[config.mk]
export PLATFORM = sky130hd
export DESIGN_NAME = systolic_output_deskew
export DESIGN_NICKNAME = d
export VERILOG_FILES = /design/src/rtl/systolic_output_deskew.sv
export SDC_FILE = /design/constraint.sdc
export NUM_CORES = 1
export LEC_CHECK = 0
export ABC_CLOCK_PERIOD_IN_PS = 3290
export BUFFER_PORTS_ARGS = -buffer_cell sky130_fd_sc_hd__buf_2
export CELL_PAD_IN_SITES_DETAIL_PLACEMENT = 1
export CELL_PAD_IN_SITES_GLOBAL_PLACEMENT = 1
export CORE_AREA = 2 2 110 112
export CTS_CLUSTER_SIZE = 12
export DETAILED_ROUTE_END_ITERATION = 8
export DIE_AREA = 0 0 112 114
export PLACE_DENSITY_LB_ADDON = 0.2
export SLEW_MARGIN = 40
export SYNTH_ARGS = -nofsm -noshare
export SYNTH_HDL_FRONTEND = slang
export SYNTH_SLANG_ARGS = --single-unit
[constraint.sdc]
create_clock -name CLK -period 3.29 [get_ports CLK]
set_clock_uncertainty 0.2 [all_clocks]
set_input_delay 0.329 -clock CLK [delete_from_list [all_inputs] [get_ports CLK]]
set_output_delay 0.329 -clock CLK [all_outputs]
set_load 0.02 [all_outputs]
[src/rtl/systolic_output_deskew.sv]
// systolic_output_deskew
// Receive side of the systolic skew protocol. Lane i of the array output
// carries row element k at cycle t0+k+i. Each lane is delayed by
// SA_LENGTH-1-i stages plus one common output register, so the whole row
// appears on Outputs at t0+k+SA_LENGTH with Out_Valid set.
//
// The block also reports which row of the SA_LENGTH-row tile is on Outputs
// (Row_Count) and pulses Tile_Done with the last row of each tile.
//
// Build option: SYSTOLIC_DESKEW_ZERO_INVALID_EN
//   defined   - the output register is cleared whenever the row being loaded
//               is not valid, so Outputs reads zero while Out_Valid=0.
//   undefined - the output register always loads the lane tails, so stale or
//               partially skewed data stays visible while Out_Valid=0.
module systolic_output_deskew #(
   parameter int DATA_WIDTH = 8,
   parameter int SA_LENGTH  = 5,
   parameter int CNT_WIDTH  = $clog2(SA_LENGTH)
) (
   input  logic                  CLK,
   input  logic                  ASYNC_RST,
   input  logic                  SYNC_RST,
   input  logic                  EN,
   input  logic                  In_Valid,
   input  logic [DATA_WIDTH-1:0] Inputs  [SA_LENGTH],
   output logic [DATA_WIDTH-1:0] Outputs [SA_LENGTH],
   output logic                  Out_Valid,
   output logic [CNT_WIDTH-1:0]  Row_Count,
   output logic                  Tile_Done
);

   localparam logic [CNT_WIDTH-1:0] LAST_ROW = CNT_WIDTH'(SA_LENGTH - 1);

   // Last delay stage of every lane, i.e. what the output register loads next.
   logic [SA_LENGTH-1:0][DATA_WIDTH-1:0] lane_tail;

   // Valid travels alongside lane 0: SA_LENGTH-1 stages here plus Out_Valid.
   logic [SA_LENGTH-2:0] valid_pipe_reg;
   logic                 valid_tail;

   // Index that the next valid row will carry.
   logic [CNT_WIDTH-1:0] row_ptr_reg;
   logic [CNT_WIDTH-1:0] row_ptr_next;

   genvar gi;

   // Per-lane delay lines: lane gi needs SA_LENGTH-1-gi stages ahead of the
   // common output register; the last lane feeds the output register directly.
   for (gi = 0; gi < SA_LENGTH; gi++) begin : g_lane
      localparam int DEPTH = SA_LENGTH - 1 - gi;
      if (DEPTH > 0) begin : g_dly
         logic [DATA_WIDTH-1:0] stage_reg [DEPTH];

         // Shift the lane word one stage per enabled cycle.
         always_ff @(posedge CLK or negedge ASYNC_RST) begin
            if (!ASYNC_RST) begin
               for (int d = 0; d < DEPTH; d++) stage_reg[d] <= '0;
            end else if (SYNC_RST) begin
               for (int d = 0; d < DEPTH; d++) stage_reg[d] <= '0;
            end else if (EN) begin
               stage_reg[0] <= Inputs[gi];
               for (int d = 1; d < DEPTH; d++) stage_reg[d] <= stage_reg[d-1];
            end
         end

         assign lane_tail[gi] = stage_reg[DEPTH-1];
      end else begin : g_direct
         assign lane_tail[gi] = Inputs[gi];
      end
   end

   assign valid_tail   = valid_pipe_reg[SA_LENGTH-2];
   assign row_ptr_next = (row_ptr_reg == LAST_ROW) ? '0 : row_ptr_reg + 1'b1;

   // Valid shift register, same timing as the lane-0 delay line.
   always_ff @(posedge CLK or negedge ASYNC_RST) begin
      if (!ASYNC_RST) begin
         valid_pipe_reg <= '0;
      end else if (SYNC_RST) begin
         valid_pipe_reg <= '0;
      end else if (EN) begin
         valid_pipe_reg[0] <= In_Valid;
         for (int d = 1; d < SA_LENGTH - 1; d++) valid_pipe_reg[d] <= valid_pipe_reg[d-1];
      end
   end

   // Output stage: aligned row, valid, row index and tile-done all register together.
   always_ff @(posedge CLK or negedge ASYNC_RST) begin
      if (!ASYNC_RST) begin
         for (int l = 0; l < SA_LENGTH; l++) Outputs[l] <= '0;
         Out_Valid   <= 1'b0;
         Row_Count   <= '0;
         Tile_Done   <= 1'b0;
         row_ptr_reg <= '0;
      end else if (SYNC_RST) begin
         for (int l = 0; l < SA_LENGTH; l++) Outputs[l] <= '0;
         Out_Valid   <= 1'b0;
         Row_Count   <= '0;
         Tile_Done   <= 1'b0;
         row_ptr_reg <= '0;
      end else if (EN) begin
`ifdef SYSTOLIC_DESKEW_ZERO_INVALID_EN
         for (int l = 0; l < SA_LENGTH; l++) Outputs[l] <= valid_tail ? lane_tail[l] : '0;
`else
         for (int l = 0; l < SA_LENGTH; l++) Outputs[l] <= lane_tail[l];
`endif
         Out_Valid <= valid_tail;
         Tile_Done <= valid_tail && (row_ptr_reg == LAST_ROW);
         // Invalid rows leave the index untouched so bubbles do not consume a slot.
         if (valid_tail) begin
            Row_Count   <= row_ptr_reg;
            row_ptr_reg <= row_ptr_next;
         end
      end
   end

endmodule

==> run_results.csv <==
group,metric,value,unit
cells_and_area,leading_cell_type_in_the_layout_fill_and_taps_excluded,"sky130_fd_sc_hd__dfrtp_1",
clock_network,clk_transition_reported_paths,0.05,ns
synth,synth_cells,441,
timing,achievable-frequency,0.663,GHz
timing,setup_total_negative_slack,0,ns
synth,synth.avg_cell_area,12.5,um^2
timing,unrepaired_setup_endpoints_after_global_routing,"false",
floorplan,die_area,0.0128,mm^2
cells_and_area,number_of_nets_in_the_layout,613,
power_and_ir_drop,sw_frac_of_total,22.4,%
grt,grt.overflow.total,0,
synth,mappedNetlistNets,488,
grt,number_of_global_route_vias_before_repair,3937,
setup_path,crit_fanout,2,
detailed_routing,number_of_remaining_drc_errors,0,
cells_and_area,layout_common_cells,"132 x sky130_fd_sc_hd__dfrtp_1, 126 x sky130_fd_sc_hd__nor2_1, 125 x sky130_fd_sc_hd__mux2i_1",
power_and_ir_drop,power.ir.vdd_worst,0.000468,V
detailed_routing,detail_route.wirelength.met1,4810,um
setup_path,timing_worst_setup_path_type,"reg2out",
floorplan,floorplan.die.height,114,um
power_and_ir_drop,power.static_leakage,3.71,nW
placed_design,detailed_place_hpwl,6630,um
setup_path,critical-path-slowest-cell,"sky130_fd_sc_hd__dfrtp_1",
floorplan,die_w,112,um
floorplan,floorplan.initialDensity,47.3,%
clock_network,clock_tree_root_driver_cell,"sky130_fd_sc_hd__clkbuf_16",
power_and_ir_drop,power-per-cell-area,533,mW/mm^2
detailed_routing,routed-wl-met3,474,um
clock_network,cts_inserted_buffers,17,
synth,synth.distinct_cells,22,
worst_hold_path,worstHoldEndpoint,"g_lane[1].g_dly.stage_reg[15]$_DFFE_PN0P_",
power_and_ir_drop,total_switching_power,823,uW
job,number_of_max_cap_violations,0,
timing,tightest_slew,0.718,ns
setup_path,startpoint,"Outputs[28]$_DFFE_PN0P_",
setup_path,ff2ff_path_depth,4,
clock_network,tritoncts,"done",
grt,gr-usage-all-layers,19.0,%
setup_path,critical_path.n_buffers_inverters,1,
clock_network,post_cts_repair_resize_count,0,
floorplan,area_of_the_placeable_core,0.0117,mm^2
power_and_ir_drop,comb_power_share,8.1,%
synth,synthesized_cell_area,0.00553,mm^2
grt,grt_start_max_net_pins,83,
setup_path,cp.required,2.76,ns
timing,final_hold_viol_count,0,
detailed_routing,wl_met2,5680,um
placed_design,place_inst,652,
power_and_ir_drop,flop_pwr_share,46.2,%
power_and_ir_drop,p_int,2.86,mW
cells_and_area,fraction_of_layout_instances_using_a_drive_strength_above_1,22.2,%
cells_and_area,area.growth.synth_to_final,24.7,%
run_status,status,"finished clean",
setup_path,timing.rr.start,"row_ptr_reg[0]$_DFFE_PN0P_",
clock_network,clock_path_buffers,2,
setup_path,r2r_end,"row_ptr_reg[2]$_DFFE_PN0P_",
detailed_routing,avgViaCountPerCell,5.06,
setup_path,critical-path-max-stage-delay,0.40,ns
placed_design,placement.io_buffers,89,
placed_design,gp_routability_congestion,0.692,
detailed_routing,vias,3660,
grt,grt_antenna_before_repair,0,
cells_and_area,antenna_cells,0,
setup_path,crit_arrival,0.98,ns
timing,finalCritPeriodShare,45.9,%
timing,period_needed,1.51,ns
timing,finalSetupViolations,0,
setup_path,worst_setup_sp_type,"flip-flop",
setup_path,path_delay_family,"flip-flops",
timing,timing.slew.headroom,52.1,%
synth,yosys_warnings,0,
detailed_routing,drt-initial-drc-count,176,
grt,grt_pass1_wl,19100,um
detailed_routing,highest_layer,"met4",
synth,fraction_of_the_yosys_area_taken_by_sequential_cells,59.7,%
detailed_routing,average_wire_per_standard_cell,15.4,um
detailed_routing,detail-route-antenna-nets,0,
power_and_ir_drop,share_of_total_power_in_the_clock_network,45.6,%
clock_network,h_tree_depth_reported_by_cts,4,
cells_and_area,largest_register_ffs,80,
setup_path,worst_path_depth,1,
clock_network,clock_latency,0.41,ns
synth,yosys_register_bits,132,
cells_and_area,final_cell_count_no_fill,724,
detailed_routing,drt_pass1_iterations,4,
floorplan,floorplan.rows,40,
setup_path,rrSetupSlack,1.92,ns
floorplan,io_pins,90,
worst_hold_path,worstHoldPathType,"in2reg",
setup_path,crit_path_end_kind,"primary output",
clock_network,cts.sinks,132,
timing,final_max_slew_viol_count,0,
detailed_routing,totalWireLength,11100,um
setup_path,crit_path_cell_trace,"buf_2",
worst_hold_path,number_of_cells_traversed_by_the_worst_hold_path,2,
worst_hold_path,timing.hold.worst.start,"SYNC_RST",
## synthesized netlist by cell type
cell type | number | area share (%)
sky130_fd_sc_hd__buf_2 | 12 | 1.1
sky130_fd_sc_hd__o211ai_1 | 1 | 0.14
sky130_fd_sc_hd__and2_2 | 1 | 0.14
sky130_fd_sc_hd__nor2b_1 | 1 | 0.11
sky130_fd_sc_hd__ha_1 | 2 | 0.45
sky130_fd_sc_hd__nand4_1 | 1 | 0.11
sky130_fd_sc_hd__nand3_1 | 4 | 0.36
sky130_fd_sc_hd__a32o_1 | 1 | 0.18
sky130_fd_sc_hd__a21bo_2 | 4 | 0.72
sky130_fd_sc_hd__nor2_1 | 126 | 8.5
sky130_fd_sc_hd__o2bb2ai_1 | 1 | 0.16
sky130_fd_sc_hd__a21oi_1 | 5 | 0.45
sky130_fd_sc_hd__mux2i_1 | 125 | 23
sky130_fd_sc_hd__buf_12 | 2 | 0.72
sky130_fd_sc_hd__nand2_1 | 1 | 0.068
sky130_fd_sc_hd__clkbuf_1 | 3 | 0.20
sky130_fd_sc_hd__buf_8 | 12 | 3.3
sky130_fd_sc_hd__buf_6 | 2 | 0.41
sky130_fd_sc_hd__dfrtp_1 | 132 | 60
sky130_fd_sc_hd__nand2b_1 | 2 | 0.23
sky130_fd_sc_hd__and4bb_2 | 1 | 0.23
sky130_fd_sc_hd__inv_1 | 2 | 0.14
## through the flow
stage	power (mW)	hold WS (ns)	setup slack (ns)	area, um^2	util (%)
after floorplan	1.91	-0.167	2.06	5530	-
after global placement	1.98	0.215	1.44	5950	50.8
after global routing	3.83	0.193	1.68	6900	58.9
after detailed placement	1.99	0.222	1.39	5950	50.8
final	3.68	0.175	1.78	6900	58.9
after CTS	3.74	0.284	1.76	6900	58.9
## per-layer routing
layer,vias to the layer above,track usage [%]
met5,-,0
met3,15,6.16
met4,0,6.59
met2,66,32.4
li1,1724,-
met1,1855,22.9
## cell families (layout without fill, tap and decap cells)
group           after synthesis  count (layout)  synth area share (%)
simple gates                137             137                  9.79
compound gates               12              12                  1.65
flops                       132             132                  59.7
mux                         125             125                  22.6
fa+ha+maj                     2               2                 0.452
buf+inv                      33             169                  5.81
## power groups by stage
| stage | logic (mW) | registers [mW] | clock network (mW) |
|---|---|---|---|
| after floorplan | 0.173 | 1.74 | 0 |
| after global placement | 0.255 | 1.73 | 0 |
| after detailed placement | 0.264 | 1.73 | 0 |
| after CTS | 0.304 | 1.70 | 1.73 |
| after global routing | 0.332 | 1.71 | 1.79 |
| final | 0.299 | 1.70 | 1.68 |
## area by class of cell
cell class,instances,area (um^2)
fill,1231,4810
sequential,132,3300
multi-input combinational,276,1910
timing repair buffer,137,967
clock buffer,25,505
tap,147,184
clock inverter,5,25.0
inverter,2,7.51
## what timing repair did
| action | in CTS | in global routing |
|---|---|---|
| hold buffers | 42 | 0 |
| setup buffers | 0 | 0 |
| endpoints found under the setup margin | 0 | 0 |
| endpoints found under the hold margin | 118 | 0 |
## worst max-delay path by stage
stage | endpoint | slack (ns)
floorplan | row_ptr_reg[2]$_DFFE_PN0P_ | 2.06
global placement | g_lane[2].g_dly.stage_reg[11]$_DFFE_PN0P_ | 1.44
detailed placement | Outputs[25]$_DFFE_PN0P_ | 1.39
finish | Outputs[28] | 1.78
CTS | Outputs[33] | 1.76
global route | Outputs[27]$_DFFE_PN0P_ | 1.68
No activity file was read; power rests on OpenSTA's default activity.
